**config.mk**
```make
export PLATFORM = sky130hd
export DESIGN_NAME = mcl_axil_pkt_tx
export DESIGN_NICKNAME = d
export VERILOG_FILES = /design/src/rtl/cl_mcl_pkg.sv /design/src/rtl/mcl_pkt_fifo.sv /design/src/rtl/mcl_axil_pkt_tx.sv
export SDC_FILE = /design/constraint.sdc
export NUM_CORES = 2
export LEC_CHECK = 0
export CELL_PAD_IN_SITES_DETAIL_PLACEMENT = 1
export CELL_PAD_IN_SITES_GLOBAL_PLACEMENT = 1
export CORE_UTILIZATION = 54
export DETAILED_ROUTE_END_ITERATION = 8
export PLACE_DENSITY_LB_ADDON = 0.1
export SYNTH_ARGS = -nofsm -noshare
export SYNTH_HDL_FRONTEND = slang
export SYNTH_SLANG_ARGS = --single-unit
```
**constraint.sdc**
```tcl
create_clock -name clk_i -period 12.3 [get_ports clk_i]
set_input_delay 2.46 -clock clk_i [delete_from_list [all_inputs] [get_ports clk_i]]
set_output_delay 2.46 -clock clk_i [all_outputs]
set_load 0.005 [all_outputs]
```
**src/rtl/cl_mcl_pkg.sv**
```systemverilog
// Shared MCL host-link definitions: register offsets, AXI-Lite response codes,
// FSM state types and the 128-bit manycore request layout.
// Definitions only; no timing or flow-control behaviour of its own.
package cl_mcl_pkg;

    localparam logic [7:0] mcl_tx_data_ofs_p    = 8'h00;
    localparam logic [7:0] mcl_tx_vacancy_ofs_p = 8'h00;
    localparam logic [7:0] mcl_tx_credit_ofs_p  = 8'h04;
    localparam logic [7:0] mcl_tx_idx_ofs_p     = 8'h08;

    localparam logic [1:0] axil_resp_okay   = 2'b00;
    localparam logic [1:0] axil_resp_slverr = 2'b10;

    typedef enum logic {W_IDLE, W_BRESP} w_state_e;
    typedef enum logic {R_IDLE, R_RRESP} r_state_e;

    // Field layout of the classic 128-bit request; word 0 is the payload.
    typedef struct packed {
        logic [15:0] y_src;
        logic [15:0] x_src;
        logic [15:0] y_dst;
        logic [15:0] x_dst;
        logic [7:0]  reg_id;
        logic [7:0]  op;
        logic [15:0] addr;
        logic [31:0] payload;
    } bsg_mcl_request_s;

    localparam int mcl_request_width_gp = $bits(bsg_mcl_request_s);

endpackage

```
**src/rtl/mcl_pkt_fifo.sv**
```systemverilog
// Circular packet buffer, one write and one read port, occupancy exported.
// Latency: a pushed entry is visible at the head the cycle after the push.
// Backpressure: pushes are ignored while full; head pops on v_o & ready_i.
module mcl_pkt_fifo #(
    parameter int width_p = 128,
    parameter int els_p   = 16,
    localparam int cnt_w_lp = $clog2(els_p + 1),
    localparam int ptr_w_lp = $clog2(els_p)
) (
    input  logic                clk_i,
    input  logic                reset_i,
    input  logic                v_i,
    input  logic [width_p-1:0]  data_i,
    output logic                v_o,
    output logic [width_p-1:0]  data_o,
    input  logic                ready_i,
    output logic                full_o,
    output logic [cnt_w_lp-1:0] count_o
);

    logic [width_p-1:0]  mem_q [els_p];
    logic [ptr_w_lp-1:0] wr_ptr_q, rd_ptr_q;
    logic [cnt_w_lp-1:0] count_q, count_d;
    logic                push, pop;

    function automatic logic [ptr_w_lp-1:0] ptr_inc(input logic [ptr_w_lp-1:0] p);
        return (p == ptr_w_lp'(els_p - 1)) ? '0 : p + 1'b1;
    endfunction

    assign full_o  = (count_q == cnt_w_lp'(els_p));
    assign v_o     = (count_q != '0);
    assign push    = v_i & ~full_o;
    assign pop     = v_o & ready_i;
    assign data_o  = mem_q[rd_ptr_q];
    assign count_o = count_q;

    always_comb begin
        count_d = count_q;
        case ({push, pop})
            2'b10:   count_d = count_q + 1'b1;
            2'b01:   count_d = count_q - 1'b1;
            default: count_d = count_q;
        endcase
    end

    always_ff @(posedge clk_i or posedge reset_i) begin
        if (reset_i) begin
            wr_ptr_q <= '0;
            rd_ptr_q <= '0;
            count_q  <= '0;
        end else begin
            count_q <= count_d;
            if (push) wr_ptr_q <= ptr_inc(wr_ptr_q);
            if (pop)  rd_ptr_q <= ptr_inc(rd_ptr_q);
        end
    end

    always_ff @(posedge clk_i) begin
        if (push) mem_q[wr_ptr_q] <= data_i;
    end

endmodule

```
**src/rtl/mcl_axil_pkt_tx.sv**
```systemverilog
// Host-to-manycore TX: AXI-Lite words assembled into packets, queued, sent on credits.
// Latency: B/R one cycle after accept; packet offered the cycle after its last word.
// Backpressure: last-word write stalls while FIFO full; dispatch gated by credits != 0.
module mcl_axil_pkt_tx
    import cl_mcl_pkg::*;
#(
    parameter int packet_width_p    = 128,
    parameter int fifo_els_p        = 16,
    parameter int max_credits_p     = 32,
    parameter int axil_addr_width_p = 32
) (
    input  logic                         clk_i,
    input  logic                         reset_i,
    input  logic                         s_awvalid_i,
    output logic                         s_awready_o,
    input  logic [axil_addr_width_p-1:0] s_awaddr_i,
    input  logic                         s_wvalid_i,
    output logic                         s_wready_o,
    input  logic [31:0]                  s_wdata_i,
    input  logic [3:0]                   s_wstrb_i,
    output logic                         s_bvalid_o,
    input  logic                         s_bready_i,
    output logic [1:0]                   s_bresp_o,
    input  logic                         s_arvalid_i,
    output logic                         s_arready_o,
    input  logic [axil_addr_width_p-1:0] s_araddr_i,
    output logic                         s_rvalid_o,
    input  logic                         s_rready_i,
    output logic [31:0]                  s_rdata_o,
    output logic [1:0]                   s_rresp_o,
    output logic                         pkt_v_o,
    output logic [packet_width_p-1:0]    pkt_o,
    input  logic                         pkt_ready_i,
    input  logic                         credit_return_i,
    output logic                         credit_err_o
);

    localparam int words_lp  = packet_width_p / 32;
    localparam int idx_w_lp  = $clog2(words_lp);
    localparam int vac_w_lp  = $clog2(fifo_els_p + 1);
    localparam int cred_w_lp = $clog2(max_credits_p + 1);

    w_state_e                w_state_q, w_state_d;
    r_state_e                r_state_q, r_state_d;
    logic [1:0]              bresp_q, bresp_d, rresp_q, rresp_d;
    logic [31:0]             rdata_q, rdata_d;
    logic [idx_w_lp-1:0]     idx_q, idx_d;
    logic [packet_width_p-1:0] slots_q, slots_d;
    logic [cred_w_lp-1:0]    credits_q, credits_d;
    logic                    err_q, err_d;

    logic                    w_acc, r_acc, wr_data_hit, idx_last;
    logic                    fifo_push, fifo_v, fifo_full, pkt_pop;
    logic [packet_width_p-1:0] fifo_wdata;
    logic [vac_w_lp-1:0]     fifo_count, vacancy;
    logic                    unused_addr_bits;

    assign unused_addr_bits = ^{s_wstrb_i, s_awaddr_i[axil_addr_width_p-1:8],
                                s_araddr_i[axil_addr_width_p-1:8]};

    assign wr_data_hit = (s_awaddr_i[7:0] == mcl_tx_data_ofs_p);
    assign idx_last    = (idx_q == idx_w_lp'(words_lp - 1));
    // Full FIFO stalls only the word that would complete a packet.
    assign w_acc       = ~reset_i & (w_state_q == W_IDLE) & s_awvalid_i & s_wvalid_i
                         & (~idx_last | ~fifo_full);
    assign r_acc       = ~reset_i & (r_state_q == R_IDLE) & s_arvalid_i;
    assign fifo_push   = w_acc & wr_data_hit & idx_last;
    assign fifo_wdata  = {s_wdata_i, slots_q[packet_width_p-33:0]};
    assign vacancy     = vac_w_lp'(fifo_els_p) - fifo_count;
    assign pkt_v_o     = fifo_v & (credits_q != '0);
    assign pkt_pop     = pkt_v_o & pkt_ready_i;
    assign credit_err_o = err_q;

    mcl_pkt_fifo #(
        .width_p (packet_width_p),
        .els_p   (fifo_els_p)
    ) u_fifo (
        .clk_i   (clk_i),
        .reset_i (reset_i),
        .v_i     (fifo_push),
        .data_i  (fifo_wdata),
        .v_o     (fifo_v),
        .data_o  (pkt_o),
        .ready_i (pkt_pop),
        .full_o  (fifo_full),
        .count_o (fifo_count)
    );

    always_ff @(posedge clk_i or posedge reset_i) begin
        if (reset_i) begin
            w_state_q <= W_IDLE;
            r_state_q <= R_IDLE;
        end else begin
            w_state_q <= w_state_d;
            r_state_q <= r_state_d;
        end
    end

    always_comb begin
        w_state_d = w_state_q;
        r_state_d = r_state_q;
        case (w_state_q)
            W_IDLE:  if (w_acc) w_state_d = W_BRESP;
            default: if (s_bready_i) w_state_d = W_IDLE;
        endcase
        case (r_state_q)
            R_IDLE:  if (r_acc) r_state_d = R_RRESP;
            default: if (s_rready_i) r_state_d = R_IDLE;
        endcase
    end

    always_comb begin
        s_awready_o = w_acc;
        s_wready_o  = w_acc;
        s_bvalid_o  = (w_state_q == W_BRESP);
        s_bresp_o   = bresp_q;
        s_arready_o = r_acc;
        s_rvalid_o  = (r_state_q == R_RRESP);
        s_rdata_o   = rdata_q;
        s_rresp_o   = rresp_q;
    end

    always_comb begin
        bresp_d = bresp_q;
        idx_d   = idx_q;
        slots_d = slots_q;
        if (w_acc) begin
            if (wr_data_hit) begin
                bresp_d = axil_resp_okay;
                slots_d[idx_q*32 +: 32] = s_wdata_i;
                idx_d = idx_last ? '0 : idx_q + 1'b1;
            end else begin
                bresp_d = axil_resp_slverr;
            end
        end
    end

    // Status is captured at AR acceptance, not at R delivery.
    always_comb begin
        rdata_d = rdata_q;
        rresp_d = rresp_q;
        if (r_acc) begin
            rresp_d = axil_resp_okay;
            case (s_araddr_i[7:0])
                mcl_tx_vacancy_ofs_p: rdata_d = 32'(vacancy);
                mcl_tx_credit_ofs_p:  rdata_d = 32'(credits_q);
                mcl_tx_idx_ofs_p:     rdata_d = 32'(idx_q);
                default: begin
                    rdata_d = '0;
                    rresp_d = axil_resp_slverr;
                end
            endcase
        end
    end

    always_comb begin
        credits_d = credits_q;
        err_d     = err_q;
        case ({pkt_pop, credit_return_i})
            2'b10: credits_d = credits_q - 1'b1;
            2'b01: begin
                if (credits_q == cred_w_lp'(max_credits_p)) err_d = 1'b1;
                else credits_d = credits_q + 1'b1;
            end
            default: credits_d = credits_q;
        endcase
    end

    always_ff @(posedge clk_i or posedge reset_i) begin
        if (reset_i) begin
            bresp_q   <= axil_resp_okay;
            rresp_q   <= axil_resp_okay;
            rdata_q   <= '0;
            idx_q     <= '0;
            slots_q   <= '0;
            credits_q <= cred_w_lp'(max_credits_p);
            err_q     <= 1'b0;
        end else begin
            bresp_q   <= bresp_d;
            rresp_q   <= rresp_d;
            rdata_q   <= rdata_d;
            idx_q     <= idx_d;
            slots_q   <= slots_d;
            credits_q <= credits_d;
            err_q     <= err_d;
        end
    end

endmodule
```
---- After elaboration in Yosys (flattened, before gate mapping) ----
Memories as Yosys holds them, arrays and structs flattened.
Cells that the tools add are included.
storage, ports and cells
  flip-flop bits (word level) ............. 188
  bits in writable memories ............... 2048
  input port bits ......................... 109
  memories kept ........................... 1
memory list
  name          words  bits a word  rd ports  clocked after Yosys merged registers in  write ports  RTL line            RTL
  u_fifo.mem_q  16     128          1         0                                        1            mcl_pkt_fifo.sv:21  logic [width_p-1:0] mem_q [els_p];
cells by class
  add/sub/neg operators ................... 9
  eq/ne operators ......................... 12
  shift-type cells ........................ 2
  multiplexer cells ....................... 18
  bitwise logic cells ..................... 18
  reduce and logical (&&, ||, !) cells .... 10
operators by type and width
  kind                                                     count
  bitwise mux 128 bit                                      1
  variable shift 32 x 34 -> 128 bit, first input constant  1
  indexed part select 32 x 34 -> 128 bit                   1
  negation 7 -> 34 bit                                     1
  case mux 6 bit (3 select lines)                          1
  logical NOT 8 bit                                        2
  AND 1 bit                                                12
  case mux 6 bit (2 select lines)                          1
  case mux 5 bit (2 select lines)                          1
  adder 4 x 1 -> 4 bit, second input constant              2
  == test 4 bit, second input constant                     2
  == test 8 x 3 -> 1 bit, second input constant            1
  == test 8 x 4 -> 1 bit, second input constant            1
  two-way mux 1 bit                                        8
  two-way mux 4 bit                                        2
  adder 6 x 1 -> 6 bit, second input constant              1
  == test 2 bit, second input constant                     3
  == test 6 bit, second input constant                     1
  two-way mux 2 bit                                        3
  two-way mux 6 bit                                        1
  AND reduction 2 bit                                      3
  nonzero test 6 bit                                       1
  subtractor 6 x 1 -> 6 bit, second input constant         1
  adder 5 x 1 -> 5 bit, second input constant              1
  other kinds (11)                                         17

---- Longest topological paths before layout ----
  word-level depth ........................ 10
  gate-level depth with buffers ........... 17

---- By module ----
Synthesis repeated with hierarchy kept, for this count alone.
unflattened totals
  cell total of the unflattened synthesis .. 4352
  area, all modules ....................... 84426.0 sq um
by module, submodules not included
  module           instances  cells each  area an instance (sq um)  sequential area each (sq um)
  mcl_pkt_fifo     1          3783        78609.1                   61824.3
  mcl_axil_pkt_tx  1          569         5816.8                    2879.0

---- Worst setup path before layout ----
Ideal clock, no wire load.
  kind .................................... input to register
  start ................................... input port s_awaddr_i[0]
  end ..................................... memory u_fifo.mem_q[0][0] (enable)
  setup time .............................. 772 ps
  data arrival time ....................... 12167 ps
  slack ................................... -639 ps
  cell stages on the path ................. 6
  cell sequence ........................... nor4_2 > nand4_4 > nor3b_2 > buf_4 > nand2_1 > nor3_1
between the ends
  longest elaborated chain between the ends .. 6
ends and longest elaborated chain
  what                                     RTL line               RTL
  from (decl)                              mcl_axil_pkt_tx.sv:16  input logic [axil_addr_width_p-1:0] s_awaddr_i,
  logical NOT 8 bit                        mcl_axil_pkt_tx.sv:61  assign wr_data_hit = (s_awaddr_i[7:0] == mcl_tx_data_ofs_p);
  AND 1 bit (2 in series)                  mcl_axil_pkt_tx.sv:67  assign fifo_push = w_acc & wr_data_hit & idx_last;
  AND 1 bit                                mcl_pkt_fifo.sv:32     assign push = v_i & ~full_o;
  two-way mux 1 bit                        mcl_pkt_fifo.sv:59     if (push) mem_q[wr_ptr_q] <= data_i;
  two-way mux 1 bit (not written as such)  mcl_pkt_fifo.sv:59
  to (decl)                                mcl_pkt_fifo.sv:21
No other way between the ends.

---- Worst setup path in the final report ----
  start ................................... register u_fifo.rd_ptr_q[0]
  end ..................................... output port pkt_o[45]
between the ends
  longest elaborated chain between the ends .. 1
ends and longest elaborated chain
  what                    RTL line               RTL
  from (decl)             mcl_pkt_fifo.sv:22     logic [ptr_w_lp-1:0] wr_ptr_q, rd_ptr_q;
  from (signal assigned)  mcl_pkt_fifo.sv:54     if (pop) rd_ptr_q <= ptr_inc(rd_ptr_q);
  memory (16 x 128 bit)   -
  to (decl)               mcl_axil_pkt_tx.sv:32  output logic [packet_width_p-1:0] pkt_o,
No other way between the ends.

==> results.toml <==
[sta]
hold_violations = 0
worstMarginPinSlew_ns = 1.33
clock.fmax_mhz = 130
drv_slew = 0
fin_crit_ns = 7.67
rsz0062_at_grt = "false"
fin_skew_ns = 0.0267
final.setup.tns_ns = 0
setup_violations = 0
max-slew-margin-rel = 0.113
min_period_over_period = 0.624

[setup_path]
timing.rr.start = "u_fifo.count_o[0]$_DFFE_PP0P_"
r2r_slack_ns = 7.20
r2r-end = "u_fifo.mem_q[5][56]$_DFFE_PP_"
path_class = "flop to primary output"
path_max_fanout = 103
required_ns = 9.84
start_kind = "flop"
crit_arrival_ns = 5.21
endpoint_kind = "primary output"
ff2ff_path_depth = 12

[synth]
yosys.area.top_type = "edfxtp_1"
syn-mean-instance-area_um2 = 21.4
yosys_register_bits = 2176
ys.flop_type = "edfxtp_1"
yosysWarnings = 0
synthArstFlopShare = 0.0588
seq_area_frac_synth = 0.769
yosys.area.top_type_share = 0.731
yosys-top-cells-area = "edfxtp_1 (73%), mux4_2 (14%), dfrtp_1 (3.8%), mux2i_1 (1.6%), a211oi_1 (1.1%)"
netlist_area_um2 = 84200
synth-edff-count = 2048
yosysUniqueCellTypes = 56
syn-instance-count = 3937

[global_route]
grt_pass1_vias = 43200
grt_overflow_total = 0
grt_pass1_wl_um = 299000
antenna_found_initial = 11
grt_usage = 0.268
grt_max_degree = 140

[drt]
drc_errors = 36
viasPerCell = 6.27
wl_um = 208000
via_count = 40500
wl_per_cell_um = 32.1
dr.pass1.iters = 9
detail-route-antenna-nets = 0
dr.first_iter.drc_count = 4006

[cts]
cts_resized = 0
numClockSinks = 2176
clockRootBuffer = "clkbuf_16"
cts_tree = "built"
cts.path.max_buffers = 3
clk_pin_slew_ns = 0.06
cts_buffers = 215
cts_max_level = 4
clk_latency_ns = 0.84
cts_hold_buf = 0
cts_setup_buffers = 0

[pwr]
leakagePower_nw = 24.8
ir_drop_uv = 249
power_density_nw_per_um2 = 196

[outcome]
run_status = "finished, violations left"
violations = "DRC"

[flow_run]
timing.max_cap.violations = 0

[final_layout]
regArea_um2 = 64700
filler_cell_count = 12500
multiInputGateArea_um2 = 17700
drive_gt1_frac = 0.222
fin_cells = 6456
layout.nets = 4348
syn_to_final_growth_pct = 13.4

[worst_hold_path]
holdPathEnd = "credit_err_o$_DFFE_PP0P_"
min_path_type = "flop to flop"
worstHoldStart = "credit_err_o$_DFFE_PP0P_"
hold-path-cell-count = 1

[floorplanning]
start_util = 0.545
ioPinCount = 280
num_rows = 144
fp.dieH_um = 397
dieArea_um2 = 157000
die_w_um = 397
core_um2 = 154000

[place]
place_inst = 6043
place_hpwl_um = 99300
gp_congestion = 0.719
port_buffers = 199
-- worst max-delay path, cell delays in order, from the launching register on --
cell and delay [ns]:
dfrtp_4 0.83, buf_12 0.68, buf_4 0.88, mux4_2 0.59
nor2b_1 0.14, a211oi_1 0.32, a21oi_1 0.21, clkdlybuf4s50_1 0.55
-- cell families (layout without fill, tap and decap cells) --
kind of cell	after synthesis	count (layout)	share of synthesized area
buffers and inverters	369	809	0.0233
multiplexers	649	649	0.153
AO/OA/AOI/OAI	395	395	0.0284
flip-flops	2176	2176	0.769
AND/OR/NAND/NOR	312	312	0.0212
adder cells (fa/ha/maj)	23	23	0.00360
other	1	36	0.0000446
XOR/XNOR	12	12	0.00125
-- layer usage --
metal / global-route usage / up-vias / wire length [µm] / share of wire
li1: - / 16700 / - / -
met1: 0.378 / 22100 / 87000 / 0.42
met2: 0.431 / 1409 / 101000 / 0.49
met3: 0.0557 / 244 / 15100 / 0.073
met4: 0.0686 / 14 / 4120 / 0.020
met5: 0 / - / 88 / 0.00042
-- layout make-up --
type,count,area share
Antenna cell,8,0.000210
Clock buffer,313,0.0637
Clock inverter,92,0.0114
Inverter,119,0.00473
Multi-Input combinational cell,1419,0.186
Sequential cell,2176,0.678
Tap cell,2044,0.0268
Timing Repair Buffer,285,0.0292
-- flip-flops by register name, summed over array words and instances (netlist names) --
| register | flops |
|---|---|
| u_fifo.wr_ptr_q | 4 |
| u_fifo.count_o | 5 |
| u_fifo.rd_ptr_q | 4 |
| idx_q | 2 |
| slots_q | 96 |
| s_rvalid_o | 1 |
| s_bvalid_o | 1 |
| s_bresp_o | 1 |
| credits_q | 6 |
| u_fifo.mem_q | 2048 |
| s_rresp_o | 1 |
| credit_err_o | 1 |
| s_rdata_o | 6 |
-- layout by cell type, fill, tap and decap left out, types with 21 or more instances in the layout --
| cell | n |
|---|---|
| edfxtp_1 | 2048 |
| nor2b_1 | 130 |
| conb_1 | 28 |
| clkdlybuf4s50_1 | 194 |
| bufinv_16 | 23 |
| o21ai_1 | 84 |
| clkbuf_8 | 27 |
| a21oi_1 | 141 |
| clkinv_2 | 42 |
| ha_1 | 21 |
| clkbuf_16 | 218 |
| mux2i_1 | 132 |
| dfrtp_1 | 123 |
| a211oi_1 | 122 |
| buf_4 | 72 |
| clkbuf_1 | 68 |
| nand3_1 | 106 |
| mux4_2 | 512 |
| inv_1 | 118 |
| o21ai_0 | 24 |
| nand2_1 | 22 |
-- power breakdown --
part / internal, mW / switching, mW
Combinational: 1.76 / 2.08
Clock: 3.90 / 2.74
Sequential: 8.04 / 0.172
-- per-stage QoR --
step	worst slack [ns]	utilization	hold slack, ns	power (mW)	cell area, µm²
5_1_grt	4.17	0.618	0.508	19.3	95400
3_5_place_dp	4.75	0.572	0.469	12.3	88300
2_1_floorplan	2.80	-	0.460	11.0	84300
3_3_place_gp	4.83	0.572	0.459	12.2	88300
6_report	4.63	0.618	0.481	18.7	95400
4_1_cts	4.45	0.618	0.487	18.9	95400
-- Yosys cell counts, drive strengths merged (6+ instances only) --
master / count
nand3: 106
buf: 148
nand2: 22
ha: 21
xnor2: 8
edfxtp: 2048
a21oi: 142
inv: 119
nor3: 6
o21ai: 108
mux4: 512
nor2: 24
nor2b: 131
clkbuf: 102
a211oi: 128
mux2i: 132
dfrtp: 127
-- worst max-delay path by stage --
stage                                         end                      startpoint  slack [ns]
floorplan           u_fifo.mem_q[12][0]$_DFFE_PP_                   s_awaddr_i[0]        2.80
global placement                      s_arready_o                         reset_i        4.83
detailed placement                    s_arready_o                         reset_i        4.75
CTS                                     pkt_o[45]  u_fifo.rd_ptr_q[0]$_DFFE_PP0P_        4.45
global route                            pkt_o[45]  u_fifo.rd_ptr_q[0]$_DFFE_PP0P_        4.17
finish                                  pkt_o[45]  u_fifo.rd_ptr_q[0]$_DFFE_PP0P_        4.63
Power figures use the tool's default switching activity.
